===== src/rtl/pipe_reg_neg.sv =====
// Falling-edge pipeline register: DEPTH stages of WIDTH-bit data, each with a valid bit.
// Stages can stall (ena) and flush (clr); a registered occupancy count drives full/empty.
module pipe_reg_neg #(
    parameter int  WIDTH    = 32,
    parameter int  DEPTH    = 4,
    parameter bit  CLR_DATA = 1'b1,
    localparam int CW       = $clog2(DEPTH + 1)
) (
    input  logic             clk,
    input  logic             reset,
    input  logic             clr,
    input  logic             ena,
    input  logic [WIDTH-1:0] d,
    input  logic             d_valid,
    output logic [WIDTH-1:0] q,
    output logic             q_valid,
    output logic [CW-1:0]    occupancy,
    output logic             empty,
    output logic             full
);

    logic [WIDTH-1:0] data_reg  [DEPTH];
    logic [WIDTH-1:0] data_next [DEPTH];
    logic [DEPTH-1:0] valid_reg;
    logic [DEPTH-1:0] valid_next;
    logic [CW-1:0]    occupancy_reg;
    logic [CW-1:0]    occupancy_next;

    genvar gi;
    generate
        for (gi = 0; gi < DEPTH; gi++) begin : g_stage
            logic [WIDTH-1:0] shift_data;
            logic             shift_valid;

            if (gi == 0) begin : g_head
                assign shift_data  = d;
                assign shift_valid = d_valid;
            end else begin : g_body
                assign shift_data  = data_reg[gi-1];
                assign shift_valid = valid_reg[gi-1];
            end

            // Flush beats advance, advance beats hold.
            assign valid_next[gi] = clr ? 1'b0
                                  : (ena ? shift_valid : valid_reg[gi]);
            assign data_next[gi]  = clr ? (CLR_DATA ? '0 : data_reg[gi])
                                  : (ena ? shift_data : data_reg[gi]);
        end
    endgenerate

    // Occupancy is recounted from the next-state valid bits every edge.
    always_comb begin
        occupancy_next = '0;
        for (int i = 0; i < DEPTH; i++) begin
            occupancy_next = occupancy_next + CW'(valid_next[i]);
        end
    end

    always_ff @(negedge clk or posedge reset) begin
        if (reset) begin
            for (int i = 0; i < DEPTH; i++) begin
                data_reg[i] <= '0;
            end
            valid_reg     <= '0;
            occupancy_reg <= '0;
        end else begin
            for (int i = 0; i < DEPTH; i++) begin
                data_reg[i] <= data_next[i];
            end
            valid_reg     <= valid_next;
            occupancy_reg <= occupancy_next;
        end
    end

    assign q         = data_reg[DEPTH-1];
    assign q_valid   = valid_reg[DEPTH-1];
    assign occupancy = occupancy_reg;
    assign empty     = (occupancy_reg == '0);
    assign full      = (occupancy_reg == CW'(DEPTH));

endmodule


===== config.mk =====
export PLATFORM = sky130hd
export DESIGN_NAME = pipe_reg_neg
export DESIGN_NICKNAME = d
export VERILOG_FILES = /design/src/rtl/pipe_reg_neg.sv
export SDC_FILE = /design/constraint.sdc
export NUM_CORES = 1
export LEC_CHECK = 0
export CORE_MARGIN = 4
export CORE_UTILIZATION = 59
export DETAILED_ROUTE_END_ITERATION = 8
export PLACE_DENSITY = 0.91
export SKIP_CTS_REPAIR_TIMING = 1
export SKIP_LAST_GASP = 1
export SYNTH_ARGS = -nofsm -noshare
export SYNTH_HDL_FRONTEND = slang
export SYNTH_SLANG_ARGS = --single-unit

===== constraint.sdc =====
create_clock -name clk -period 11.43 [get_ports clk]
set_clock_uncertainty 0.2 [all_clocks]
set_input_delay 2.286 -clock clk [delete_from_list [all_inputs] [get_ports clk]]
set_output_delay 2.286 -clock clk [all_outputs]
set_load 0.02 [all_outputs]

==> results by group, run 1 <==
Critical path
  • Crit path max fanout: 3
  • FF-to-FF Start: valid_reg[0]
  • Reg2Reg Depth: 6
  • Crit start category: flip-flop
  • Slowest cell on crit path: clkdlybuf4s50_1
  • R2r setup slk: 9.33 ns
  • Critical path arrival: 7.38 ns
  • Slowest stage delay, CP: 0.63 ns
  • WP data required: 8.94 ns
  • CP endpoint kind: output port
  • Reg-to-reg endpoint: occupancy[1]
  • Setup CP Type: flip-flop to output port
  • CP Cell Sequence: nor3b_1 > clkdlybuf4s50_1

Clock network
  • Clk root buf: clkbuf_8
  • Clk Latency, worst-skew pair: 0.43 ns
  • CTS H-tree lvls: 4
  • CTS tree: built
  • TritonCTS Buffers: 17
  • CTS Buffer Depth: 2
  • Clock transition at path regs: 0.04 ns
  • Clock sinks: 135

Placement
  • Post-Place Cells: 600
  • Pre-CTS WS: 1.27 ns
  • Gpl congestion: 0.704
  • Post-DP HPWL: 5960 um
  • IO Port Bufs: 74

Synthesis
  • Netlist cell types: 14
  • Synth top cells by count: dfrtn_1 (135), mux2i_1 (132), nor2_1 (132), clkbuf_1 (13), buf_8 (9)
  • Synth warn: 0
  • Most numerous cell in the Yosys netlist: dfrtn_1
  • Syn_nets: 480
  • EDFF count, synth: 0
  • Avg Inst Size Synth: 12.6 um2
  • Synth area leader: dfrtn_1
  • Cells after synthesis: 440
  • Share of flip-flops with an asynchronous set or reset: 1.00
  • Top cells by area, synth: dfrtn_1 (61%), mux2i_1 (24%), nor2_1 (9.0%)
  • Synth Flop Type: dfrtn_1
  • Yosys top cell area share: 0.611
  • Register area share after synthesis: 0.611
  • Mapped cell area: 5530 um2
  • Synthesized flop and latch total: 135

Finish
  • ANT cells: 0
  • Fill cells: 598
  • Share of cells above drive strength 1: 0.0731
  • Reg area: 3380 um2
  • Fin util: 0.737
  • Non-Filler Instances: 631
  • Final nets: 548
  • Max FFs per register: 96
  • Multi-input gate area: 1890 um2
  • Area Overhead vs Synth: 22.6%

Detailed routing
  • Met3 WL: 343 um
  • Drc violations: 0
  • Detail Route Antenna Nets: 0
  • Top sig layer: met4
  • WL final: 9800 um
  • Vias/cell: 5.27
  • Vias: 3326
  • Wl on met1: 4330 um
  • Router iterations before antenna repair: 4
  • Initial DRC Count: 226
  • DR WL/cell: 15.5 um
  • Met2 WL: 5050 um

GRT
  • GR Overflow Total: 0
  • First-pass GRT wire length: 16900 um
  • Vias in the first global route: 3511
  • Antenna violations before repair: 0
  • Gr usage total: 0.194
  • Largest net degree at the start of global routing: 136

STA
  • Hold Slack: 0.266 ns
  • Final worst slack: 1.57 ns
  • Slew Limit Fails: 0
  • Actual slew at the worst max-slew pin: 0.760 ns
  • Final TNS setup: 0 ns
  • Max_slew headroom: 0.494
  • RSZ-0062 raised after global routing: no
  • Final Hold Vio Count: 0
  • Setup-failing EPs final: 0

Floorplan
  • Die Area: 11000 um2
  • Initial Util: 0.601
  • Die Y-Extent: 105 um
  • I/O pins: 75
  • Row cnt: 35
  • Die Wd: 105 um
  • Core area: 9200 um2

Min path
  • Hold Crit Class: flip-flop to flip-flop
  • Hold_sp: q[21]
  • Hold path cells: 2
  • Hold EP: q[21]

Status
  • Status: completed

Flow run
  • Maxcap violations: 0

Pwr
  • Leakage: 3.45 nW
  • Maximum vdd drop: 0.104 mV
  • Power Density: 160 nW/um2
[power breakdown]
part | internal (mW) | switching [mW]
clock | 0.307 | 0.195
combinational | 0.0350 | 0.0420
sequential | 0.495 | 0.00778
total | 0.838 | 0.245
[logic make-up (layout without fill, tap and decap cells)]
family	count (synthesis)	count (layout)	synth area share
mux	132	132	0.239
fa+ha+maj	3	3	0.00815
simple gates	137	137	0.0953
buf+inv	33	113	0.0464
flops	135	135	0.611
[final cells by class]
class / instances / share of cell area
clock buffers: 18 / 0.0616
clock inverters: 13 / 0.0197
inverters: 3 / 0.00221
multi-input cells: 272 / 0.279
flip-flops and latches: 135 / 0.498
well taps: 111 / 0.0205
repair buffers: 79 / 0.118
[placed cells by master (no fill, tap or decap)]
cell type	netlist	final
clkinvlp_4	0	4
buf_4	6	4
clkbuf_16	0	16
dfrtn_1	135	135
nor3_1	1	1
clkbuf_1	13	1
clkinv_2	0	5
buf_6	1	1
bufinv_16	0	2
or2_1	3	3
nor2_1	132	132
clkbuf_8	0	1
nor3b_1	1	1
clkdlybuf4s50_1	0	72
buf_12	0	2
ha_1	2	2
fa_1	1	1
inv_1	3	2
clkinv_4	0	3
mux2i_1	132	132
[worst max path at each step]
stage | slack (ns) | start | to
2_1_floorplan | 1.44 | ena | occupancy[1]
3_3_place_gp | 1.31 | d_valid | occupancy[1]
3_5_place_dp | 1.27 | d_valid | occupancy[1]
4_1_cts | 1.53 | occupancy[2] | full
5_1_grt | 1.40 | occupancy[2] | full
6_report | 1.57 | occupancy[2] | full
[critical path, delay by kind of cell, from the launching register on]
kind,cells,cell delay (ns)
buf+inv,1,0.63
flops,1,0.42
simple gates,1,0.18
[metal layers]
layer,GRT usage,vias up
met4,0.0581,0
met3,0.0611,8
li1,-,1590
met1,0.239,1673
met2,0.329,55
met5,0,-
[per-stage QoR]
stage / area, um2 / power, mW
floorplan: 5530 / 0.566
global placement: 6230 / 0.585
detailed placement: 6230 / 0.588
CTS: 6780 / 1.09
global route: 6780 / 1.13
finish: 6780 / 1.08
No activity file was read; power rests on OpenSTA's default activity.
==> run 2, diff against run 1 <==
--- a/config.mk
+++ b/config.mk
@@ -5,10 +5,10 @@
 export SDC_FILE = /design/constraint.sdc
 export NUM_CORES = 1
 export LEC_CHECK = 0
-export CORE_MARGIN = 4
 export CORE_UTILIZATION = 59
 export DETAILED_ROUTE_END_ITERATION = 8
 export PLACE_DENSITY = 0.91
+export RECOVER_POWER = 50
 export SKIP_CTS_REPAIR_TIMING = 1
 export SKIP_LAST_GASP = 1
 export SYNTH_ARGS = -nofsm -noshare
==> run 2 against run 1 <==
The flow now finishes with violations (capacitance limit, slew limit). Routed wire length decreased by 2.3%. Sequential share of layout area about the same. Non-clock buffer count unchanged. Via count increased by 1.7%. Register-to-register slack about the same. Sequential power about the same. Final area about the same. Cell count decreased by 0.48%.
==> results by group, run 2 (synthesis results as in run 1) <==
Status
  • Status: complete, but fails checks
  • Violated checks: capacitance limit, slew limit

Detailed routing
  • Router iterations before antenna repair: 4
  • WL final: 9570 um
  • Met3 WL: 323 um
  • Met2 WL: 4690 um
  • Wl on met1: 4410 um
  • Top sig layer: met4
  • Vias/cell: 5.39
  • Detail Route Antenna Nets: 0
  • DR WL/cell: 15.2 um
  • Drc violations: 0
  • Vias: 3384
  • Initial DRC Count: 135

Floorplan
  • Die Y-Extent: 98.8 um
  • Initial Util: 0.622
  • Die Area: 9760 um2
  • Die Wd: 98.8 um
  • I/O pins: 75
  • Core area: 8890 um2
  • Row cnt: 34

Finish
  • Fill cells: 557
  • Max FFs per register: 96
  • Fin util: 0.762
  • ANT cells: 0
  • Design Area, Final: 6770 um2
  • Most frequent cells in the layout: dfrtn_1 (135), mux2i_1 (132), nor2_1 (132), clkdlybuf4s50_1 (70), clkbuf_16 (16)
  • Area Overhead vs Synth: 22.5%
  • Share of cells above drive strength 1: 0.0750
  • Most common cell after layout, fill and taps aside: dfrtn_1
  • Final nets: 548

Critical path
  • Crit path max fanout: 40
  • Critical path arrival: 4.63 ns
  • CP endpoint kind: asynchronous set/reset pin
  • CP Cell Sequence: dlygate4sd3_1 > clkinvlp_2 > clkbuf_2
  • Crit start category: primary input
  • Reg2Reg Depth: 6
  • WP data required: 6.09 ns
  • Slowest stage delay, CP: 1.01 ns
  • Setup CP Type: primary input to asynchronous set/reset pin
  • Slowest cell on crit path: clkinvlp_2

STA
  • Final TNS setup: 0 ns
  • Slew Limit Fails: 40
  • Setup-failing EPs final: 0
  • Max_slew headroom: -0.149
  • Actual slew at the worst max-slew pin: 1.71 ns
  • RSZ-0062 raised after global routing: no
  • Hold Slack: 0.266 ns
  • Final Hold Vio Count: 0

GRT
  • First-pass GRT wire length: 16300 um
  • Antenna violations before repair: 0
  • Gr usage total: 0.216
  • Largest net degree at the start of global routing: 73
  • GR Overflow Total: 0
  • Vias in the first global route: 3393

Clock network
  • CTS H-tree lvls: 4
  • Clock sinks: 135
  • CTS tree: built
  • Clk Latency, worst-skew pair: 0.44 ns
  • Clock transition at path regs: 0.04 ns
  • CTS Buffer Depth: 2
  • TritonCTS Buffers: 17
  • Clk root buf: clkbuf_8

Pwr
  • Leakage: 3.46 nW
  • Power Density: 162 nW/um2
  • Maximum vdd drop: 0.113 mV

Placement
  • Post-DP HPWL: 5740 um
  • DP Area: 6210 um2
  • IO Port Bufs: 74
  • Gpl congestion: 0.722

Min path
  • Hold Crit Class: flip-flop to flip-flop
  • Hold path cells: 2

Flow run
  • Maxcap violations: 1
==> run 2: final timing paths <==
check / to / from / slack (ns)
setup / recovery: valid_reg[1] / reset / 1.46
hold / removal: q[21] / q[21] / 0.27
setup reg to reg: occupancy[1] / valid_reg[0] / 9.32
max in group clk: full / occupancy[2] / 1.56
hold reg to reg: q[21] / q[21] / 0.27
min in group asynchronous: g_stage[1].shift_data[6] / reset / 8.12
==> run 2: metrics by stage <==
| step | setup slack (ns) | power [mW] | std cells |
|---|---|---|---|
| floorplan | 1.44 | 0.566 | 440 |
| global placement | 1.29 | 0.585 | 597 |
| detailed placement | 1.25 | 0.588 | 597 |
| CTS | 1.53 | 1.11 | 628 |
| global route | 1.06 | 1.13 | 628 |
| finish | 1.46 | 1.10 | 628 |
==> run 2: report_power, final <==
part	total, mW	leakage, nW	internal (mW)	switching (mW)
Clock	0.516	0.275	0.319	0.196
Sequential	0.503	1.85	0.495	0.00785
Combinational	0.0770	1.33	0.0351	0.0418
==> run 2: metal layers <==
layer | vias up | global-route usage
met1 | 1699 | 0.285
met3 | 14 | 0.0518
met5 | - | 0
li1 | 1597 | -
met2 | 74 | 0.346
met4 | 0 | 0.0918
==> run 2: area by class of cell <==
class	count	area, um2	area share
clock buffers	19	442	0.0652
clock inverters	12	129	0.0190
inverters	3	12.5	0.00185
multi-input cells	272	1890	0.279
flip-flops and latches	135	3380	0.499
well taps	108	135	0.0199
repair buffers	79	785	0.116
==> run 2: critical path: cells and delay by family <==
kind,cells,cell delay (ns)
buffers and inverters,3,2.31
==> run 3, diff against run 2 <==
--- a/config.mk
+++ b/config.mk
@@ -5,9 +5,10 @@
 export SDC_FILE = /design/constraint.sdc
 export NUM_CORES = 1
 export LEC_CHECK = 0
-export CORE_UTILIZATION = 59
+export CORE_MARGIN = 8
+export CORE_UTILIZATION = 30
 export DETAILED_ROUTE_END_ITERATION = 8
-export PLACE_DENSITY = 0.91
+export PLACE_DENSITY = 0.55
 export RECOVER_POWER = 50
 export SKIP_CTS_REPAIR_TIMING = 1
 export SKIP_LAST_GASP = 1
==> constraint.sdc (replaced) <==
create_clock -name clk -period 11.43 [get_ports clk]
set_clock_uncertainty 0.2 [all_clocks]
set_input_delay 2.286 -clock clk [delete_from_list [all_inputs] [get_ports clk]]
set_output_delay 2.286 -clock clk [all_outputs]
set_load 0.005 [all_outputs]
==> run 3 against run 2 <==
The run still ends with capacitance limit, slew limit left. Combinational power fell by 3.8%. Via count fell by 3.7%. Setup slack got worse by 0.28 ns. Hold slack got worse by 0.0011 ns. Sequential power barely moved. Clock power rose by 4.5%. Die area rose by 140%. Core utilization fell by 38 points. Critical endpoint is now g_stage[3].shift_data[9]. Largest cell class unchanged.
==> results by group, run 3 (synthesis results as in run 1) <==
Status
  • Status: complete, but fails checks
  • Violated checks: capacitance limit, slew limit

Finish
  • Most frequent cells in the layout: dfrtn_1 (135), mux2i_1 (132), nor2_1 (132), clkdlybuf4s50_1 (71), clkbuf_16 (17)
  • ANT cells: 0
  • Fin util: 0.385
  • Fill cells: 1747
  • Most common cell after layout, fill and taps aside: dfrtn_1
  • Reg area: 3380 um2
  • Final nets: 547
  • Multi-input gate area: 1890 um2
  • Share of cells above drive strength 1: 0.0674
  • Max FFs per register: 96
  • Area Overhead vs Synth: 25.5%

STA
  • Final Hold Vio Count: 0
  • Actual slew at the worst max-slew pin: 2.59 ns
  • RSZ-0062 raised after global routing: no
  • Max_slew headroom: -0.730
  • Setup-failing EPs final: 0
  • Slew Limit Fails: 198
  • Final TNS setup: 0 ns

Critical path
  • Worst path bufs/invs: 2
  • FF-to-FF Start: valid_reg[0]
  • Crit start category: primary input
  • Worst setup path startpoint: clr
  • Critical path arrival: 4.46 ns
  • WP data required: 5.64 ns
  • Crit path max fanout: 61
  • R2r setup slk: 9.31 ns
  • CP endpoint kind: flip-flop
  • Slowest stage delay, CP: 1.85 ns
  • CP Cell Sequence: buf_4 > clkbuf_1 > nor2_1
  • Slowest cell on crit path: clkbuf_1
  • CP top delay family: buffers and inverters
  • Setup CP Type: primary input to flip-flop

Min path
  • Hold Crit Class: flip-flop to flip-flop
  • Hold_sp: g_stage[3].shift_data[24]

Detailed routing
  • WL final: 10300 um
  • Router iterations before antenna repair: 4
  • DR WL/cell: 13.8 um
  • Detail Route Antenna Nets: 0
  • Vias/cell: 4.36
  • Vias: 3260
  • Initial DRC Count: 164
  • Drc violations: 0

GRT
  • Gr usage total: 0.0970
  • First-pass GRT wire length: 17500 um
  • Largest net degree at the start of global routing: 136
  • GR Overflow Total: 0
  • Antenna violations before repair: 0
  • Vias in the first global route: 3396

Clock network
  • TritonCTS Buffers: 17
  • Clk Latency, worst-skew pair: 0.39 ns
  • CTS tree: built
  • CTS Buffer Depth: 2
  • Clock sinks: 135
  • Clk root buf: clkbuf_16
  • Clock transition at path regs: 0.04 ns
  • CTS H-tree lvls: 4

Placement
  • Gpl congestion: 0.681
  • Post-DP HPWL: 6330 um
  • IO Port Bufs: 74

Floorplan
  • Die Y-Extent: 152 um
  • Core area: 18000 um2
  • Initial Util: 0.307
  • Row cnt: 49
  • I/O pins: 75
  • Die Wd: 152 um
  • Die Area: 23000 um2

Pwr
  • Leakage: 3.46 nW
  • Maximum vdd drop: 0.101 mV
  • Power Density: 161 nW/um2

Flow run
  • Maxcap violations: 2
==> run 3: changes by cell type in the layout (fill, tap and decap cells not counted), sizes merged <==
cell / before / now
dlygate4sd3: 2 / 1
clkinvlp: 4 / 3
buf: 5 / 3
clkinv: 7 / 4
clkdlybuf4s50: 70 / 71
clkbuf: 21 / 26
==> run 3: final cells by class <==
class / count / area share
Sequential cell: 135 / 0.487
Clock inverter: 8 / 0.0137
Timing Repair Buffer: 78 / 0.111
Clock buffer: 23 / 0.0718
Inverter: 3 / 0.00216
Multi-Input combinational cell: 272 / 0.273
Tap cell: 229 / 0.0413
==> run 3: stage by stage <==
| step | hold WS (ns) | total power, mW | instance area (um2) | std cells | setup WS [ns] |
|---|---|---|---|---|---|
| after global routing | 0.285 | 1.17 | 6940 | 748 | 0.843 |
| after CTS | 0.271 | 1.14 | 6960 | 748 | 1.64 |
| after detailed placement | 0.271 | 0.588 | 6370 | 717 | 1.27 |
| after floorplan | 0.247 | 0.564 | 5530 | 440 | 1.44 |
| after global placement | 0.261 | 0.586 | 6370 | 717 | 1.27 |
| final | 0.265 | 1.12 | 6940 | 748 | 1.18 |
==> run 3: power by group <==
part | switching, mW | internal, mW
sequential | 0.00740 | 0.496
clock | 0.192 | 0.347
combinational | 0.0398 | 0.0342
total | 0.239 | 0.877
==> run 3: worst reg2reg max path: cells and delay by family (launching register included) <==
kind,cells,cell delay (ns)
and+or+nand+nor,1,0.26
adders and majority gates,3,0.96
buffers and inverters,1,0.04
muxes,1,0.09
DFF,1,0.41
==> run 3: path summary, 6_finish.rpt <==
kind                                        endpoint  depth (start not counted)
setup / recovery            g_stage[3].shift_data[9]                          3
hold / removal             g_stage[3].shift_data[24]                          2
setup reg to reg                        occupancy[1]                          6
hold reg to reg            g_stage[3].shift_data[24]                          2
max in group asynchronous                      q[21]                          3
min in group asynchronous               valid_reg[3]                          3
==> run 3: metal layers <==
metal,GRT usage,routed length [um],vias up
li1,-,-,1592
met1,0.125,4920,1605
met2,0.140,4620,51
met3,0.0448,625,12
met4,0.0353,152,0
met5,0,0,-
